### config.mk
export PLATFORM = sky130hd
export DESIGN_NAME = mc_control_fsm
export DESIGN_NICKNAME = d
export VERILOG_FILES = /design/src/rtl/mc_control_fsm.sv
export SDC_FILE = /design/constraint.sdc
export NUM_CORES = 1
export LEC_CHECK = 0
export CAP_MARGIN = 20
export CORE_MARGIN = 5
export CORE_UTILIZATION = 36
export CTS_BUF_LIST = sky130_fd_sc_hd__clkbuf_16
export CTS_CLUSTER_DIAMETER = 80
export CTS_CLUSTER_SIZE = 16
export DETAILED_ROUTE_END_ITERATION = 10
export GPL_TIMING_DRIVEN = 0
export HOLD_SLACK_MARGIN = 0.02
export MAX_ROUTING_LAYER = met4
export PLACE_DENSITY = 0.75
export SLEW_MARGIN = 0
export SYNTH_ARGS = -nofsm -noshare
export SYNTH_HDL_FRONTEND = slang
export SYNTH_SLANG_ARGS = --single-unit
### constraint.sdc
create_clock -name clk -period 1.34 [get_ports clk]
set_clock_uncertainty 0.05 [all_clocks]
set_input_delay 0.201 -clock clk [delete_from_list [all_inputs] [get_ports clk]]
set_output_delay 0.201 -clock clk [all_outputs]
set_load 0.02 [all_outputs]
### src/rtl/mc_control_fsm.sv
// rtl/mc_control_fsm.sv - multicycle control FSM for the Fibonacci RV32I-subset core
// Sequences fetch/decode/execute/memory/write-back and drives datapath enables and selects.
module mc_control_fsm #(
  parameter int unsigned RESET_IDLE_CYCLES = 1
) (
  input  logic       clk,
  input  logic       rst_n,
  input  logic [6:0] opcode,
  input  logic [2:0] funct3,
  input  logic       zero,
  input  logic       mem_ready,
  output logic       mem_req,
  output logic       mem_we,
  output logic       addr_src,
  output logic       ir_we,
  output logic       pc_we,
  output logic       pc_src,
  output logic [1:0] alu_src_a,
  output logic [1:0] alu_src_b,
  output logic [1:0] alu_op,
  output logic       rf_we,
  output logic [1:0] wb_sel,
  output logic       halt,
  output logic       illegal
);

  localparam logic [1:0] ALU_TO_PRF         = 2'd0;
  localparam logic [1:0] DATA_OUT_TO_PRF    = 2'd1;
  localparam logic [1:0] INSTRUCTION_TO_PRF = 2'd2;

  localparam logic [6:0] OP_R   = 7'b0110011;
  localparam logic [6:0] OP_I   = 7'b0010011;
  localparam logic [6:0] OP_LUI = 7'b0110111;
  localparam logic [6:0] OP_LW  = 7'b0000011;
  localparam logic [6:0] OP_SW  = 7'b0100011;
  localparam logic [6:0] OP_BR  = 7'b1100011;
  localparam logic [6:0] OP_JAL = 7'b1101111;
  localparam logic [6:0] OP_SYS = 7'b1110011;

  localparam logic [3:0] IDLE_LAST = 4'(RESET_IDLE_CYCLES - 1);

  typedef enum logic [3:0] {
    S_IDLE, S_FETCH, S_DECODE, S_EXECUTE, S_ALU_WB, S_MEM_ADDR,
    S_MEM_READ, S_MEM_WB, S_MEM_WRITE, S_BRANCH, S_JAL, S_HALT
  } state_t;

  state_t     r_state;
  logic [3:0] r_idle_cnt;
  logic       r_halt;
  logic       r_illegal;

  always_ff @(posedge clk or negedge rst_n) begin
    if (!rst_n) begin
      r_state    <= S_IDLE;
      r_idle_cnt <= '0;
      r_halt     <= 1'b0;
      r_illegal  <= 1'b0;
    end else begin
      case (r_state)
        S_IDLE: begin
          if (r_idle_cnt >= IDLE_LAST) r_state <= S_FETCH;
          else r_idle_cnt <= r_idle_cnt + 4'd1;
        end
        S_FETCH:     if (mem_ready) r_state <= S_DECODE;
        S_DECODE: begin
          case (opcode)
            OP_R, OP_I, OP_LUI: r_state <= S_EXECUTE;
            OP_LW, OP_SW:       r_state <= S_MEM_ADDR;
            OP_BR:              r_state <= S_BRANCH;
            OP_JAL:             r_state <= S_JAL;
            OP_SYS: begin
              r_state <= S_HALT;
              r_halt  <= 1'b1;
            end
            default: begin
              r_state   <= S_HALT;
              r_halt    <= 1'b1;
              r_illegal <= 1'b1;
            end
          endcase
        end
        S_EXECUTE:   r_state <= S_ALU_WB;
        S_ALU_WB:    r_state <= S_FETCH;
        S_MEM_ADDR:  r_state <= (opcode == OP_SW) ? S_MEM_WRITE : S_MEM_READ;
        S_MEM_READ:  if (mem_ready) r_state <= S_MEM_WB;
        S_MEM_WB:    r_state <= S_FETCH;
        S_MEM_WRITE: if (mem_ready) r_state <= S_FETCH;
        S_BRANCH:    r_state <= S_FETCH;
        S_JAL:       r_state <= S_FETCH;
        S_HALT:      r_state <= S_HALT;
        default:     r_state <= S_IDLE;
      endcase
    end
  end

  // Moore decode; only FETCH (mem_ready) and BRANCH (zero/funct3) look at inputs
  always_comb begin
    mem_req   = 1'b0;
    mem_we    = 1'b0;
    addr_src  = 1'b0;
    ir_we     = 1'b0;
    pc_we     = 1'b0;
    pc_src    = 1'b0;
    alu_src_a = 2'd0;
    alu_src_b = 2'd0;
    alu_op    = 2'd0;
    rf_we     = 1'b0;
    wb_sel    = ALU_TO_PRF;
    case (r_state)
      S_FETCH: begin
        mem_req   = 1'b1;
        alu_src_b = 2'd2;
        ir_we     = mem_ready;
        pc_we     = mem_ready;
      end
      S_DECODE: begin
        alu_src_a = 2'd1;
        alu_src_b = 2'd1;
      end
      S_EXECUTE: begin
        alu_src_a = (opcode == OP_LUI) ? 2'd3 : 2'd2;
        alu_src_b = (opcode == OP_R) ? 2'd0 : 2'd1;
        alu_op    = (opcode == OP_LUI) ? 2'd0 : 2'd2;
      end
      S_ALU_WB:    rf_we = 1'b1;
      S_MEM_ADDR: begin
        alu_src_a = 2'd2;
        alu_src_b = 2'd1;
      end
      S_MEM_READ: begin
        mem_req  = 1'b1;
        addr_src = 1'b1;
      end
      S_MEM_WB: begin
        rf_we  = 1'b1;
        wb_sel = DATA_OUT_TO_PRF;
      end
      S_MEM_WRITE: begin
        mem_req  = 1'b1;
        mem_we   = 1'b1;
        addr_src = 1'b1;
      end
      S_BRANCH: begin
        alu_src_a = 2'd2;
        alu_op    = 2'd1;
        pc_src    = 1'b1;
        pc_we     = (funct3 == 3'b000) ? zero : ((funct3 == 3'b001) ? !zero : 1'b0);
      end
      S_JAL: begin
        rf_we  = 1'b1;
        wb_sel = INSTRUCTION_TO_PRF;
        pc_we  = 1'b1;
        pc_src = 1'b1;
      end
      default: begin
      end
    endcase
  end

  assign halt    = r_halt;
  assign illegal = r_illegal;

endmodule

==> impl_metrics.env, run 1 <==
export IMPL_syn_instance_count=88
export IMPL_synth_xor_area_share_pct=1.36
export IMPL_outcome="stopped before the end"
export IMPL_row_count=15
export IMPL_muxShareOfSynthArea_pct=0
export IMPL_outcome_stop_stage="global routing (5_1_grt)"
export IMPL_cts_root_buf="clkbuf_16"
export IMPL_yosysSeqAreaShare_pct=23.3
export IMPL_hpwl_um=1500
export IMPL_ctsHtreeMaxLevel=1
export IMPL_synth_compound_area_share_pct=28.9
export IMPL_clock_path_buffers=2
export IMPL_stop_error="[ERROR DPL-0033] detailed placement checks failed during check placement."
export IMPL_avgSynthCellArea_um2=7.32
export IMPL_place_gp_congestion=0.778
export IMPL_postGrtWorstEndpoint="pc_we"
export IMPL_portBuffers=30
export IMPL_synth_cell_area_um2=644
export IMPL_clock_sinks=6
export IMPL_synth_edf_count=0
export IMPL_synth_async_sr_flop_share_pct=100
export IMPL_synth_fa_ha_area_share_pct=0
export IMPL_yosys_warnings=0
export IMPL_grt_max_degree=11
export IMPL_yosys_register_bits=6
export IMPL_dp_cells=143
export IMPL_yosysUniqueCellTypes=37
export IMPL_num_io_pins=31
export IMPL_endpoint_type="primary output"
export IMPL_syn_nets=102
export IMPL_antenna_found_initial=0
export IMPL_die_w_um=52.3
export IMPL_dieHeight_um=52.3
export IMPL_start_util_pct=37.7
export IMPL_post_synth_and_or_nand_nor_area_fraction_pct=39.2
export IMPL_synth_top_family_by_area="simple AND/OR/NAND/NOR gates"
export IMPL_cts_hold_buf=0
export IMPL_numCtsBuffers=3
export IMPL_ys_flop_type="dfrtp_1"
[through the flow]
stage          area (um2)  setup TNS [ns]  setup slack [ns]  hold slack [ns]
4_1_cts              1550           -4.68            -0.331            0.157
3_5_place_dp         1070          -11.69             -1.14            0.404
3_3_place_gp         1070          -11.70             -1.15            0.393
2_1_floorplan         736          -0.707            -0.154           -0.145
[cell usage after synthesis, types with 2 or more instances]
library cell / instances / area, um2
dfrtp_1: 6 / 150
nor2b_1: 3 / 18.8
inv_1: 4 / 15.0
nor2_1: 13 / 48.8
o31ai_1: 3 / 22.5
nand2_1: 4 / 15.0
a21oi_1: 10 / 50.1
clkbuf_1: 4 / 15.0
nor3_1: 6 / 30.0
o21ai_0: 2 / 10.0
nand2b_1: 5 / 31.3
or3b_1: 2 / 17.5
or3_1: 2 / 12.5
[what timing repair did]
action                                  in CTS
pin swaps                                   18
gates resized for setup                    147
setup buffers                               30
endpoints found under the setup margin      23
cloned                                       1
[cells by family after synthesis]
kind of cell    after synthesis
compound gates               27
flops                         6
xor+xnor                      1
simple gates                 44
buf+inv                      10
==> run 2, diff against run 1 <==
- CORE_AREA: unset -> 5 5 66 68
- CORE_MARGIN: 5 -> unset
- CORE_UTILIZATION: 36 -> unset
- CTS_BUF_LIST: sky130_fd_sc_hd__clkbuf_16 -> unset
- CTS_CLUSTER_DIAMETER: 80 -> unset
- CTS_CLUSTER_SIZE: 16 -> unset
- DIE_AREA: unset -> 0 0 71 73
- HOLD_SLACK_MARGIN: 0.02 -> unset
- MAX_ROUTING_LAYER: met4 -> unset
- PLACE_DENSITY: 0.75 -> unset
- PLACE_DENSITY_LB_ADDON: unset -> 0.15
- clock period: 1.34 -> 1.7 ns (I/O delays scaled with it)
==> impl_metrics.env, run 2 <==
export IMPL_fmax_mhz=583
export IMPL_hpwl_um=1690
export IMPL_ctsHtreeMaxLevel=1
export IMPL_place_gp_congestion=0.779
export IMPL_worst_pin_slew_ns=0.455
export IMPL_max_vdd_ir_drop_uv=397
export IMPL_min_period_over_period_pct=101
export IMPL_start_util_pct=17.0
export IMPL_cts_root_buf="clkbuf_8"
export IMPL_outcome="finished, violations left"
export IMPL_rsz0062_at_grt="true"
export IMPL_grt_pass1_wl_um=3860
export IMPL_end_kind="output port"
export IMPL_numCtsBuffers=3
export IMPL_placed_cell_area_um2=1010
export IMPL_core_area_um2=3800
export IMPL_synth_common_cells="nor2_1, a21oi_1, dfrtp_1, nor3_1, nand2b_1"
export IMPL_power_density_nw_per_um2=1620
export IMPL_yosysUniqueCellTypes=37
export IMPL_route_antenna_remaining_nets=0
export IMPL_hold_class="input pin to async pin"
export IMPL_grt_usage_pct=9.19
export IMPL_routed_wl_um=2390
export IMPL_synth_async_sr_flop_share_pct=100
export IMPL_clock_sinks=6
export IMPL_num_io_pins=31
export IMPL_drc=0
export IMPL_syn_to_final_growth_pct=85.6
export IMPL_grt_pass1_vias=830
export IMPL_drtIter0Drc=16
export IMPL_antenna_found_initial=0
export IMPL_via_count=825
export IMPL_top_register="r_state"
export IMPL_syn_nets=102
export IMPL_clock_path_buffers=2
export IMPL_final_cell_mix="buf_4, nor2_1, a21oi_1, dlygate4sd2_1, buf_2"
export IMPL_cts_tree="built"
export IMPL_layout_drive_gt1_share_pct=42.0
export IMPL_holdWs_ns=0.226
export IMPL_synth_area_leader_cell="dfrtp_1"
export IMPL_grt_max_degree=11
export IMPL_row_count=23
export IMPL_mostFrequentLayoutCell="buf_4"
export IMPL_arrival_ns=1.41
export IMPL_final_area_um2=1200
export IMPL_largest_register_ffs=4
export IMPL_syn_instance_count=88
export IMPL_finalHoldViolCount=0
export IMPL_worst_skew_pair_late_latency_ns=0.22
export IMPL_fin_total_pwr_mw=1.94
export IMPL_synth_top_cell_area_share_pct=23.3
export IMPL_die_w_um=71
export IMPL_avgSynthCellArea_um2=7.32
export IMPL_critical_path_max_fanout=8
export IMPL_required_ns=1.39
export IMPL_layout_setup_ws_ns=-0.0159
export IMPL_criticalPathCategory="register to output port"
export IMPL_clk_pin_slew_ns=0.03
export IMPL_n_antenna_cell=0
export IMPL_finalSetupViolations=2
export IMPL_p_leak_nw=0.507
export IMPL_yosys_register_bits=6
export IMPL_failed_checks="setup timing"
export IMPL_slew_viol_final=0
export IMPL_n_fill_cell=426
export IMPL_maxCapViolations=0
export IMPL_gr_total_overflow=0
export IMPL_wl_per_cell_um=13.2
export IMPL_dieHeight_um=73
export IMPL_num_nets_final=147
export IMPL_yosysSeqAreaShare_pct=23.3
export IMPL_die_area_um2=5180
export IMPL_yosys_warnings=0
export IMPL_start_kind="register"
export IMPL_finalCriticalPeriod_ns=1.72
export IMPL_synth_edf_count=0
export IMPL_tns_ns=-0.0179
export IMPL_slew_headroom_pct=68.9
export IMPL_synth_cell_area_um2=644
export IMPL_ys_flop_type="dfrtp_1"
export IMPL_yosysMostFrequentCell="nor2_1"
export IMPL_dr_pass1_iters=4
export IMPL_vias_per_cell=4.56
export IMPL_yosys_top_cells_area="dfrtp_1, a21oi_1, nor2_1, nand2b_1, nor3_1"
export IMPL_portBuffers=30
run 2: cell counts after synthesis:
No cell type changed its count.
run 2: layer usage:
layer | vias to the layer above | track usage, % | wire, um
li1 | 412 | - | -
met1 | 375 | 10.7 | 1060
met2 | 34 | 16.0 | 1140
met3 | 4 | 2.62 | 153
met4 | 0 | 3.55 | 25
met5 | - | 0 | 0
run 2: metrics by stage:
step           utilization [%]  setup slack, ns  std cells
2_1_floorplan                -           0.0444         88
3_3_place_gp              26.6           -0.882        168
3_5_place_dp              26.6           -0.870        168
4_1_cts                   30.5          -0.0237        176
5_1_grt                   31.5          -0.0996        181
6_report                  31.5          -0.0159        181
run 2: kinds of logic (layout without fill, tap and decap cells):
group                  after synthesis  in the layout  share of synthesized area, %
XOR/XNOR                             1              1                          1.36
AO/OA/AOI/OAI                       27             27                          28.9
flip-flops                           6              6                          23.3
buffers and inverters               10             52                          7.18
AND/OR/NAND/NOR                     44             45                          39.2
run 2: layout make-up:
class | instances | area [um2] | share of cell area (%)
inverter | 4 | 15.0 | 1.26
tap | 50 | 62.6 | 5.23
clock buffer | 3 | 41.3 | 3.45
timing repair buffer | 40 | 314 | 26.3
multi-input combinational | 73 | 546 | 45.6
sequential | 6 | 154 | 12.9
buffer | 5 | 63.8 | 5.33
run 2: worst paths after layout:
| path | startpoint | cells after the start | to | slack, ns |
|---|---|---|---|---|
| setup / recovery | r_state[3]$_DFFE_PN0P_ | 5 | alu_src_a[1] | -0.02 |
| hold / removal | rst_n | 1 | halt$_DFFE_PN0P_ | 0.23 |
| setup reg to reg | r_state[1]$_DFFE_PN0P_ | 5 | r_state[0]$_DFFE_PN0P_ | 0.12 |
| hold reg to reg | illegal$_DFFE_PN0P_ | 2 | illegal$_DFFE_PN0P_ | 0.42 |
| max in group asynchronous | rst_n | 1 | r_state[1]$_DFFE_PN0P_ | 1.14 |
| min in group clk | illegal$_DFFE_PN0P_ | 2 | illegal$_DFFE_PN0P_ | 0.42 |
run 2: what timing repair did:
action,CTS,global route
pin swaps,11,4
gates resized for setup,97,14
buffers inserted,6,4
endpoints found under the hold margin,0,0
hold buffers,0,0
cloned,0,1
setup endpoints to repair,16,13
run 2: where the power goes:
part	total [mW]	switching, mW	internal (mW)
logic	1.47	0.773	0.700
clock network	0.208	0.0563	0.152
registers	0.259	0.0647	0.194
total	1.94	0.894	1.05
run 2: worst max-delay path, cell delays in order, from the launching register on:
cell,delay [ns]
dfrtp_2,0.43
clkbuf_16,0.18
nand2b_4,0.15
a21o_1,0.15
a21boi_1,0.11
buf_4,0.15
(Power assumes the default switching activity.)
==> run 3, diff against run 2 <==
- clock period: 1.7 -> 1.8 ns (I/O delays scaled with it)
==> impl_metrics.env, run 3 (same netlist as run 2, synthesis figures left out) <==
export IMPL_outcome="completed"
export IMPL_portBuffers=30
export IMPL_fmax_mhz=580
export IMPL_cts_tree="built"
export IMPL_place_gp_congestion=0.779
export IMPL_layout_setup_ws_ns=0.0756
export IMPL_wl_met2_um=1090
export IMPL_finalCriticalPeriod_ns=1.72
export IMPL_core_area_um2=3800
export IMPL_rsz0062_at_grt="true"
export IMPL_max_vdd_ir_drop_uv=346
export IMPL_ctsHtreeMaxLevel=1
export IMPL_post_place_ws_ns=-0.800
export IMPL_fin_total_pwr_mw=1.69
export IMPL_gr_total_overflow=0
export IMPL_clk_pin_slew_ns=0.03
export IMPL_num_nets_final=141
export IMPL_grt_max_degree=11
export IMPL_num_io_pins=31
export IMPL_dr_pass1_iters=3
export IMPL_route_antenna_remaining_nets=0
export IMPL_mostFrequentLayoutCell="dlygate4sd2_1"
export IMPL_largest_register_ffs=4
export IMPL_cts_root_buf="clkbuf_8"
export IMPL_required_ns=1.48
export IMPL_grt_pass1_wl_um=3710
export IMPL_antenna_found_initial=0
export IMPL_dr_max_layer_used="met4"
export IMPL_holdWs_ns=0.242
export IMPL_final_core_util_pct=29.8
export IMPL_worst_skew_pair_late_latency_ns=0.22
export IMPL_final_cell_count_no_fill=175
export IMPL_tns_ns=0
export IMPL_die_area_um2=5180
export IMPL_top_register="r_state"
export IMPL_slew_headroom_pct=79.5
export IMPL_drtIter0Drc=17
export IMPL_final_cell_mix="dlygate4sd2_1, buf_4, nor2_1"
export IMPL_criticalPathCategory="register to output port"
export IMPL_dieHeight_um=73
export IMPL_grt_usage_pct=8.93
export IMPL_final_area_um2=1130
export IMPL_p_leak_nw=0.476
export IMPL_hpwl_um=1690
export IMPL_layout_drive_gt1_share_pct=36.8
export IMPL_row_count=23
export IMPL_power_density_nw_per_um2=1500
export IMPL_clock_path_buffers=2
export IMPL_slew_viol_final=0
export IMPL_min_period_over_period_pct=95.8
export IMPL_numCtsBuffers=3
export IMPL_die_w_um=71
export IMPL_wl_per_cell_um=12.7
export IMPL_via_count=791
export IMPL_cts_hold_buf=0
export IMPL_clock_sinks=6
export IMPL_maxCapViolations=0
export IMPL_syn_to_final_growth_pct=75.5
export IMPL_drc=0
export IMPL_worst_pin_slew_ns=0.300
export IMPL_finalHoldViolCount=0
export IMPL_finalSetupViolations=0
export IMPL_wl_met3_um=135
export IMPL_n_antenna_cell=0
export IMPL_vias_per_cell=4.52
export IMPL_grt_pass1_vias=792
export IMPL_end_kind="output port"
export IMPL_hold_class="input pin to async pin"
export IMPL_critical_path_max_fanout=8
export IMPL_start_kind="register"
export IMPL_start_util_pct=17.0
export IMPL_dp_cells=168
export IMPL_placed_cell_area_um2=1010
export IMPL_arrival_ns=1.40
export IMPL_met1_length_um=985
export IMPL_routed_wl_um=2230
==> run 3: critical path: stages (launching register included) <==
cell and delay (ns):
dfrtp_2 0.44, nand2b_4 0.20, nor3_4 0.22, clkdlybuf4s15_1 0.33
==> run 3: area by class of cell <==
cell class | count | area [um2]
fillers | 432 | 2670
multi-input cells | 72 | 536
repair buffers | 35 | 273
flip-flops and latches | 6 | 154
well taps | 50 | 62.6
plain buffers | 5 | 50.0
clock buffers | 3 | 41.3
inverters | 4 | 15.0
==> run 3: path summary, 6_finish.rpt <==
check / startpoint / end / slack [ns] / cells after the start
worst max-delay path: r_state[1]$_DFFE_PN0P_ / alu_src_b[1] / 0.08 / 3
min in group clk: illegal$_DFFE_PN0P_ / illegal$_DFFE_PN0P_ / 0.42 / 2
worst max register to register: r_state[0]$_DFFE_PN0P_ / r_state[0]$_DFFE_PN0P_ / 0.22 / 5
worst min register to register: illegal$_DFFE_PN0P_ / illegal$_DFFE_PN0P_ / 0.42 / 2
max in group asynchronous: rst_n / r_state[1]$_DFFE_PN0P_ / 1.23 / 1
worst min-delay path: rst_n / halt$_DFFE_PN0P_ / 0.24 / 1
==> run 3: power breakdown <==
| part | switching (mW) | internal (mW) | leakage [nW] |
|---|---|---|---|
| registers | 0.0535 | 0.183 | 0.0636 |
| clock network | 0.0511 | 0.143 | 0.0216 |
| logic | 0.701 | 0.560 | 0.391 |
| total | 0.805 | 0.886 | 0.476 |
==> run 3: routing by layer <==
| metal | vias up | track usage [%] |
|---|---|---|
| met5 | - | 0 |
| met4 | 0 | 3.34 |
| met3 | 2 | 2.20 |
| met2 | 25 | 15.1 |
| met1 | 368 | 10.9 |
| li1 | 396 | - |
==> run 3: repair_timing <==
| action | CTS | global route |
|---|---|---|
| setup endpoints to repair | 15 | 9 |
| buffers inserted | 3 | 2 |
| gates resized for setup | 80 | 18 |
| pin swaps | 2 | 2 |
==> variant: new RTL, settings of run 2 <==
Encoding of `state_t`: now one-hot (12 bits for 12 states).
--- a/src/rtl/mc_control_fsm.sv
+++ b/src/rtl/mc_control_fsm.sv
@@ -39,9 +39,9 @@
 
   localparam logic [3:0] IDLE_LAST = 4'(RESET_IDLE_CYCLES - 1);
 
-  typedef enum logic [3:0] {
-    S_IDLE, S_FETCH, S_DECODE, S_EXECUTE, S_ALU_WB, S_MEM_ADDR,
-    S_MEM_READ, S_MEM_WB, S_MEM_WRITE, S_BRANCH, S_JAL, S_HALT
+  typedef enum logic [11:0] {
+    S_IDLE = 12'b000000000001, S_FETCH = 12'b000000000010, S_DECODE = 12'b000000000100, S_EXECUTE = 12'b000000001000, S_ALU_WB = 12'b000000010000, S_MEM_ADDR = 12'b000000100000,
+    S_MEM_READ = 12'b000001000000, S_MEM_WB = 12'b000010000000, S_MEM_WRITE = 12'b000100000000, S_BRANCH = 12'b001000000000, S_JAL = 12'b010000000000, S_HALT = 12'b100000000000
   } state_t;
 
   state_t     r_state;
Check against the original RTL: no difference found for any inputs over 10 cycles, from zero or initial values and one cycle with rst_n low; not proved beyond that.
==> variant against run 2 <==
The run still ends with negative setup slack left. Count of clock-buffer cells in the layout up 1. Critical path depth increased by 2. Cell count rose by 19%. Register-to-register slack worse by 650 ps. Routed wire length rose by 25%. Total power is 25% lower. Sequential cell count rose by 8. First-iteration DRC count increased to 5.9 times the old value. Setup slack lost 630 ps. Largest power group unchanged. Largest cell class unchanged. Via count increased by 27%. Critical endpoint unchanged. Critical path type unchanged. Area after synthesis grew 43%. Clock power increased by 54%. Design area grew 39%.
==> variant: results (changes against run 2) <==
The insertion delay of the later-clocked pin in the worst-skew pair came out at 250 ps (+30 ps). The pin count of the biggest net entering global routing came to 15 (+4). The flip-flop count of the largest register, all copies and words added was 12 (+8).

The final setup violation count came to 26 (+24). The final-stage net count is 181 (+23%). The HPWL after detailed placement is 2110 um (+25%). The initial DRC count came out at 95 (+79). The checks that failed: negative setup slack. The static leakage power is 0.770 nW (+52%). The worst setup slack after layout came out at -643 ps (-627 ps).

The worst setup slack after placement was -1160 ps (-288 ps). The vias after detailed routing came out at 1050 (+27%). The flow ran to the end, but the final reports show violations. The maximum fanout encountered on the critical timing path is 3 (-5). The transition time at the pin with the least slew margin came to 603 ps (+149 ps). The worst supply voltage drop on vdd is 0.283 mV (-29%). The number of warnings reported in the yosys synthesis log is 0 (unchanged). The total internal power came out at 0.966 mW (-7.7%). The routed wirelength normalized by instance count was 13.8 um (+5.0%). The filler cell count came out at 402 (-5.6%).

The global-route usage over all layers came out at 12.1% (+2.9 points). The total met2 wirelength after detailed routing came to 1470 um (+29%). The number of port buffers is 28 (-6.7%). The final RePlAce weighted congestion is 0.879 (+13%). The total power of the final layout is 1.45 mW (-25%).

The wire length of the first global-routing pass is 4970 um (+29%). The post-synthesis net count came to 125 (+23%). The met3 wire length is 194 um (+27%). The power of the sequential group is 0.419 mW (+62%). The arrival time of the worst setup path came to 2040 ps (+630 ps). In the synthesized netlist, the cells that appear most often are sky130_fd_sc_hd__nor2_1, sky130_fd_sc_hd__dfrtp_1, sky130_fd_sc_hd__nand2_1, sky130_fd_sc_hd__inv_1, sky130_fd_sc_hd__nand4b_1.

The wire length the detailed router placed on met1 came out at 1260 um (+18%). In the post-synthesis netlist, the biggest area contributors are sky130_fd_sc_hd__dfrtp_1, sky130_fd_sc_hd__nand4b_1, sky130_fd_sc_hd__nor2_1, sky130_fd_sc_hd__nand2_1, sky130_fd_sc_hd__a21oi_1. The clock-pin slew of the registers on the worst-case setup and hold paths is 60 ps (+30 ps). The share of cells above drive strength 1 came out at 46.4% (+4.4 points). The number of optimization iterations in the first detailed-route pass came out at 5 (+1). In this run the worst hold path is classified as input port to flop.

The top flip-flop cell by instance count after synthesis is sky130_fd_sc_hd__dfrtp_1. The reported combinational group power is 0.706 mW (-52%). The register area share after synthesis was 38.3% (+15 points).
[variant: cell count changes after synthesis, sizes merged, moves of 4 or more]
cell / delta
o21ai: +4
nand4b: +7
a21oi: -4
nand3: +5
nand2b: -6
or4: +5
nand2: +6
dfrtp: +7
[variant: final timing paths]
path,start,to,slack (ps),cells past startpoint
setup / recovery,r_state[5],alu_src_a[1],-640,7
hold / removal,opcode[3],r_state[10],330,3
setup reg to reg,r_state[11],r_state[1],-530,6
hold reg to reg,illegal,illegal,430,1
max in group asynchronous,rst_n,r_state[8],830,1
min in group asynchronous,rst_n,r_state[11],340,1
[variant: cells by family (layout without fill, tap and decap cells)]
| logic type | Yosys count | in the layout | share of synthesized area (%) |
|---|---|---|---|
| DFF | 14 | 14 | 38.3 |
| buffers and inverters | 10 | 65 | 4.09 |
| AOI/OAI and AO/OA | 18 | 18 | 11.7 |
| muxes | 1 | 1 | 1.23 |
| xor gates and xnor gates | 4 | 4 | 3.82 |
| and+or+nand+nor | 64 | 64 | 40.9 |
[variant: repair_timing]
action,4_1_cts,5_1_grt
pin swaps,19,9
buffers inserted,28,7
resized for setup,109,9
setup endpoints to repair,27,27
[variant: layout make-up]
| cell class | count | area, um2 | area share [%] |
|---|---|---|---|
| Buffer | 2 | 7.51 | 0.452 |
| Clock buffer | 4 | 55.1 | 3.31 |
| Inverter | 7 | 26.3 | 1.58 |
| Multi-Input combinational cell | 87 | 666 | 40.1 |
| Sequential cell | 14 | 354 | 21.3 |
| Tap cell | 50 | 62.6 | 3.77 |
| Timing Repair Buffer | 52 | 490 | 29.5 |
[variant: critical path: stages, from the launching register on]
cell and delay (ps):
sky130_fd_sc_hd__dfrtp_1 380, sky130_fd_sc_hd__or4_4 590, sky130_fd_sc_hd__nor2_4 150, sky130_fd_sc_hd__nand4b_1 170, sky130_fd_sc_hd__buf_4 200, sky130_fd_sc_hd__buf_6 120, sky130_fd_sc_hd__nand3_2 60, sky130_fd_sc_hd__buf_6 120
[variant: per-layer routing]
metal / track usage [%] / vias up
li1: - / 520
met1: 14.5 / 480
met2: 20.6 / 45
met3: 1.93 / 5
met4: 6.68 / 0
met5: 0 / -
[variant: metrics by stage]
stage | hold WS [ps] | util, % | cell area [um2] | TNS, ps | instances
after floorplan | -90.6 | - | 965 | -3280 | 111
after detailed placement | 425 | 34.4 | 1310 | -16450 | 189
after global placement | 416 | 34.4 | 1310 | -15970 | 189
final | 333 | 43.7 | 1660 | -9790 | 216
after global routing | 343 | 43.7 | 1660 | -11840 | 216
after CTS | 316 | 42.7 | 1620 | -10610 | 215
